## src/rtl/membus_lsu.sv

```systemverilog
// Membus load/store initiator: turns RV64 core loads/stores into lane-aligned
// 64-bit bus transactions and returns sign/zero-extended load data.
module membus_lsu #(
    parameter int XLEN              = 64,
    parameter int MEMBUS_DATA_WIDTH = 64
) (
    input  logic                           clk,
    input  logic                           rst,
    input  logic                           req_valid,
    input  logic                           req_wen,
    input  logic [2:0]                     req_funct3,
    input  logic [XLEN-1:0]                req_addr,
    input  logic [XLEN-1:0]                req_wdata,
    output logic                           busy,
    output logic                           done,
    output logic [XLEN-1:0]                rdata,
    output logic                           err,
    output logic                           membus_valid,
    input  logic                           membus_ready,
    output logic [XLEN-1:0]                membus_addr,
    output logic                           membus_wen,
    output logic [MEMBUS_DATA_WIDTH-1:0]   membus_wdata,
    output logic [MEMBUS_DATA_WIDTH/8-1:0] membus_wmask,
    input  logic                           membus_rvalid,
    input  logic [MEMBUS_DATA_WIDTH-1:0]   membus_rdata
);

    localparam int NB   = MEMBUS_DATA_WIDTH / 8;
    localparam int OFFW = $clog2(NB);

    typedef enum logic [1:0] {
        S_IDLE      = 2'd0,
        S_ISSUE     = 2'd1,
        S_WAIT_RESP = 2'd2
    } state_t;

    state_t                   r_state;
    logic                     r_valid;
    logic [XLEN-1:0]          r_addr;
    logic                     r_wen;
    logic [MEMBUS_DATA_WIDTH-1:0] r_wdata;
    logic [NB-1:0]            r_wmask;
    logic [2:0]               r_funct3;
    logic                     r_done;
    logic                     r_err;
    logic [XLEN-1:0]          r_rdata;

    logic [OFFW-1:0]              w_off;
    logic [NB-1:0]                w_size_mask;
    logic [NB-1:0]                w_wmask;
    logic [MEMBUS_DATA_WIDTH-1:0] w_wdata;
    logic                         w_misaligned;
    logic                         w_illegal;
    logic [MEMBUS_DATA_WIDTH-1:0] w_rshift;
    logic [XLEN-1:0]              w_load_ext;

    assign w_off = req_addr[OFFW-1:0];

    // Access size in bytes is 1 << funct3[1:0]; enable that many low lanes.
    genvar gi;
    generate
        for (gi = 0; gi < NB; gi++) begin : g_size_mask
            assign w_size_mask[gi] = (gi < (32'd1 << req_funct3[1:0]));
        end
    endgenerate

    assign w_wmask = req_wen ? (w_size_mask << w_off) : '0;
    assign w_wdata = req_wen ? (MEMBUS_DATA_WIDTH'(req_wdata) << {w_off, 3'b000}) : '0;

    always_comb begin
        w_misaligned = 1'b0;
        case (req_funct3[1:0])
            2'b01:   w_misaligned = w_off[0];
            2'b10:   w_misaligned = |w_off[1:0];
            2'b11:   w_misaligned = |w_off;
            default: w_misaligned = 1'b0;
        endcase
    end

    // Unsigned variants have no store counterpart.
    assign w_illegal = (req_funct3 == 3'b111) || (req_wen && req_funct3[2]);

    assign w_rshift = membus_rdata >> {r_addr[OFFW-1:0], 3'b000};

    always_comb begin
        w_load_ext = XLEN'(w_rshift);
        case (r_funct3)
            3'b000:  w_load_ext = {{(XLEN-8){w_rshift[7]}},   w_rshift[7:0]};
            3'b001:  w_load_ext = {{(XLEN-16){w_rshift[15]}}, w_rshift[15:0]};
            3'b010:  w_load_ext = {{(XLEN-32){w_rshift[31]}}, w_rshift[31:0]};
            3'b100:  w_load_ext = {{(XLEN-8){1'b0}},  w_rshift[7:0]};
            3'b101:  w_load_ext = {{(XLEN-16){1'b0}}, w_rshift[15:0]};
            3'b110:  w_load_ext = {{(XLEN-32){1'b0}}, w_rshift[31:0]};
            default: w_load_ext = XLEN'(w_rshift);
        endcase
    end

    always_ff @(posedge clk or negedge rst) begin
        if (!rst) begin
            r_state  <= S_IDLE;
            r_valid  <= 1'b0;
            r_addr   <= '0;
            r_wen    <= 1'b0;
            r_wdata  <= '0;
            r_wmask  <= '0;
            r_funct3 <= 3'b000;
            r_done   <= 1'b0;
            r_err    <= 1'b0;
            r_rdata  <= '0;
        end else begin
            r_done <= 1'b0;
            r_err  <= 1'b0;
            case (r_state)
                S_IDLE: begin
                    // The cycle showing done/err is the core's retire slot: no new accept.
                    if (req_valid && !r_done && !r_err) begin
                        if (w_misaligned || w_illegal) begin
                            r_err <= 1'b1;
                        end else begin
                            r_addr   <= req_addr;
                            r_wen    <= req_wen;
                            r_funct3 <= req_funct3;
                            r_wdata  <= w_wdata;
                            r_wmask  <= w_wmask;
                            r_valid  <= 1'b1;
                            r_state  <= S_ISSUE;
                        end
                    end
                end
                S_ISSUE: begin
                    if (membus_ready) begin
                        r_valid <= 1'b0;
                        r_state <= S_WAIT_RESP;
                    end
                end
                S_WAIT_RESP: begin
                    if (membus_rvalid) begin
                        if (!r_wen) begin
                            r_rdata <= w_load_ext;
                        end
                        r_done  <= 1'b1;
                        r_state <= S_IDLE;
                    end
                end
                default: begin
                    r_valid <= 1'b0;
                    r_state <= S_IDLE;
                end
            endcase
        end
    end

    assign busy         = req_valid && !(r_done || r_err);
    assign done         = r_done;
    assign err          = r_err;
    assign rdata        = r_rdata;
    assign membus_valid = r_valid;
    assign membus_addr  = r_addr;
    assign membus_wen   = r_wen;
    assign membus_wdata = r_wdata;
    assign membus_wmask = r_wmask;

endmodule

```

## config.mk

```make
export PLATFORM = sky130hd
export DESIGN_NAME = membus_lsu
export DESIGN_NICKNAME = d
export VERILOG_FILES = /design/src/rtl/membus_lsu.sv
export SDC_FILE = /design/constraint.sdc
export NUM_CORES = 1
export LEC_CHECK = 0
export CORE_MARGIN = 2
export CORE_UTILIZATION = 44
export DETAILED_ROUTE_END_ITERATION = 7
export PLACE_DENSITY = 0.79
export SYNTH_ARGS = -nofsm -noshare
export SYNTH_HDL_FRONTEND = slang
export SYNTH_SLANG_ARGS = --single-unit
export TNS_END_PERCENT = 5
```

## constraint.sdc

```tcl
create_clock -name clk -period 2.9 [get_ports clk]
set_input_delay 0.29 -clock clk [delete_from_list [all_inputs] [get_ports clk]]
set_output_delay 0.29 -clock clk [all_outputs]
set_load 0.02 [all_outputs]
```

==> metrics.cfg <==
[yosys]
yosys.area.top_type=dfrtp_1
ys_seq_area_share_pct=46.1
syn_area_um2=11300
synth.net_count=1309
synth_top_area_share_pct=46.1
synth_cell_types=53
synth.avg_cell_area_um2=10.2
ys_warn_count=0
yosys-top-cells-area=dfrtp_1 46%, mux2_2 8.3%, mux2i_1 6.1%, a21oi_1 4.7%, mux4_2 3.8%
synth_cells=1108
ys_seq_elements=209
synth_commonest_cells=209 x dfrtp_1, 109 x nand2_1, 106 x a21oi_1, 86 x nor2_1, 84 x mux2_2
synth-async-reset-ratio_pct=100
post-synth-top-count-cell=dfrtp_1
synth_edf_count=0
synth_flop_cell=dfrtp_1

[power]
power_leakage_nw=6.88
peakVddDrop_mv=0.851
power_density_nw_per_um2=1020

[worst_setup_path]
critical_path_class=reg2out
critPathTopFamily=buffers and inverters
cp_max_fo=3
cp_cell_sequence=or3b_1 -> inv_1 -> clkdlybuf4s50_1
critPathLaunchType=flop
arrival_ns=2.10
critPathMaxStageDelay_ns=0.63
path_buf_inv=2
crit_required_ns=2.61
cp_slowest_cell=clkdlybuf4s50_1
worstSetupEndpointType=output pin

[clock_network]
cts_hold_buffers=1
post-cts-setup-buffers=0
insertion_delay_ns=0.53
cts.path.max_buffers=3
clk_pin_slew_ns=0.06
cts-root-buf=clkbuf_16
numCtsBuffers=24
tritoncts=yes
cts_htree_levels=1
cts-resized-gates=0
cts_num_sinks=209

[timing]
period_share_pct=82.5
rsz0062_at_grt=no
layout_setup_ws_ns=0.506
slew-limit-headroom_pct=45.9
tightest_slew_ns=0.812
skew_ns=0.0222
period_minus_slack_ns=2.39
drv_slew=0
tns_ns=0
hold_viol=0
max_freq_mhz=418
holdWs_ns=0.249
setup_viol=0

[job]
cap_violations=0

[place]
place_congestion=1.01
dpl.hpwl_mm=31.4
port_buffers=405
placedCellCount=1780
dp_slack_ns=0.343

[layout]
area_growth_pct=45.4
regArea_um2=5240
final_cells=1825
drive_above_1_share_pct=13.6
multi_input_area_um2=5590
fin_nets=1678
n_fill_cell=2024

[die]
core_area_um2=25300
die_w_um=165
initial_utilization_pct=44.9
ios=406
die_height_um=165
row_count=58
dieArea_um2=27100

[global_route]
grt_pass1_wl_mm=63.5
grt_start_max_net_pins=100
grt_pass1_vias=10700
grt.overflow.total=0
grt.total_usage_pct=30.9
antenna_found_initial=2

[drt]
vias_per_cell=5.93
detail_route.iter0.violations=1179
finalWirelength_mm=43.2
via_count=10800
postRouteAntennaNets=0
drt_first_pass_iters=6
wl_per_cell_um=23.7
drc_errors=0

[hold_path]
hold_path.class=in2reg

[run_status]
status=complete, no violations

[where the power goes]
part,total [mW],internal (mW),switching [mW]
registers,5.06,4.14,0.920
logic,8.60,4.00,4.60
clock network,3.08,1.83,1.25
[registers in the layout, indices dropped and copies added (netlist names)]
signal        count
membus_wmask      8
membus_valid      1
done              1
rdata            64
r_state           2
membus_wen        1
membus_wdata     64
membus_addr      64
err               1
r_funct3          3
[path summary, 6_finish.rpt]
| path | slack, ns | cells after the start | startpoint | end |
|---|---|---|---|---|
| min reg2reg | 0.48 | 2 | membus_wdata[42] | membus_wdata[42] |
| max in group asynchronous | 1.62 | 3 | rst | membus_addr[9] |
| min | 0.25 | 4 | req_addr[1] | err |
| max reg2reg | 0.65 | 5 | done | membus_wdata[39] |
| min in group asynchronous | 0.32 | 2 | rst | rdata[1] |
| max | 0.51 | 3 | done | busy |
[stage by stage]
stage | utilization, % | instance area [um^2] | total power, mW
finish | 65.3 | 16500 | 16.7
CTS | 65.3 | 16500 | 16.8
floorplan | - | 11300 | 9.51
detailed placement | 62.1 | 15700 | 13.6
global route | 65.3 | 16500 | 17.5
global placement | 62.1 | 15700 | 13.5
[cell usage in the layout, fill, tap and decap left out, drive strengths merged, types with 39 or more instances in the layout]
master         synthesis  layout
nand2                109     109
nor2                  87      87
mux2i                 69      69
buf                   47      40
o21ai                 49      49
mux2                  84      84
dfrtp                209     209
a31oi                 39      39
clkdlybuf4s50          0     402
a21oi                106     106
a211oi                44      44
[metal layers]
layer	wire length, um	up-vias	global-route usage, %
met3	4600	119	7.36
met1	15800	5237	37.8
met2	20800	656	51.9
met5	0	-	0
met4	2060	0	14.1
li1	-	4804	-
[worst register-to-register path: stages (launching register included)]
cell and delay (ns):
dfrtp_1 0.40, or3b_1 0.43, or3_1 0.36, nand2b_4 0.21, buf_4 0.31, a221o_1 0.41
[cells by family after synthesis]
family / synth area share, %
compound gates: 20.3
simple gates: 10.7
flops: 46.1
mux: 18.2
buf+inv: 4.65
[layout make-up]
cell class,count,share of cell area (%)
diodes,1,0.0152
repair buffers,443,26.7
inverters,11,0.250
multi-input cells,788,33.9
well taps,330,2.50
clock inverters,10,0.676
flip-flops and latches,209,31.8
clock buffers,33,4.15
(Power assumes the default switching activity.)
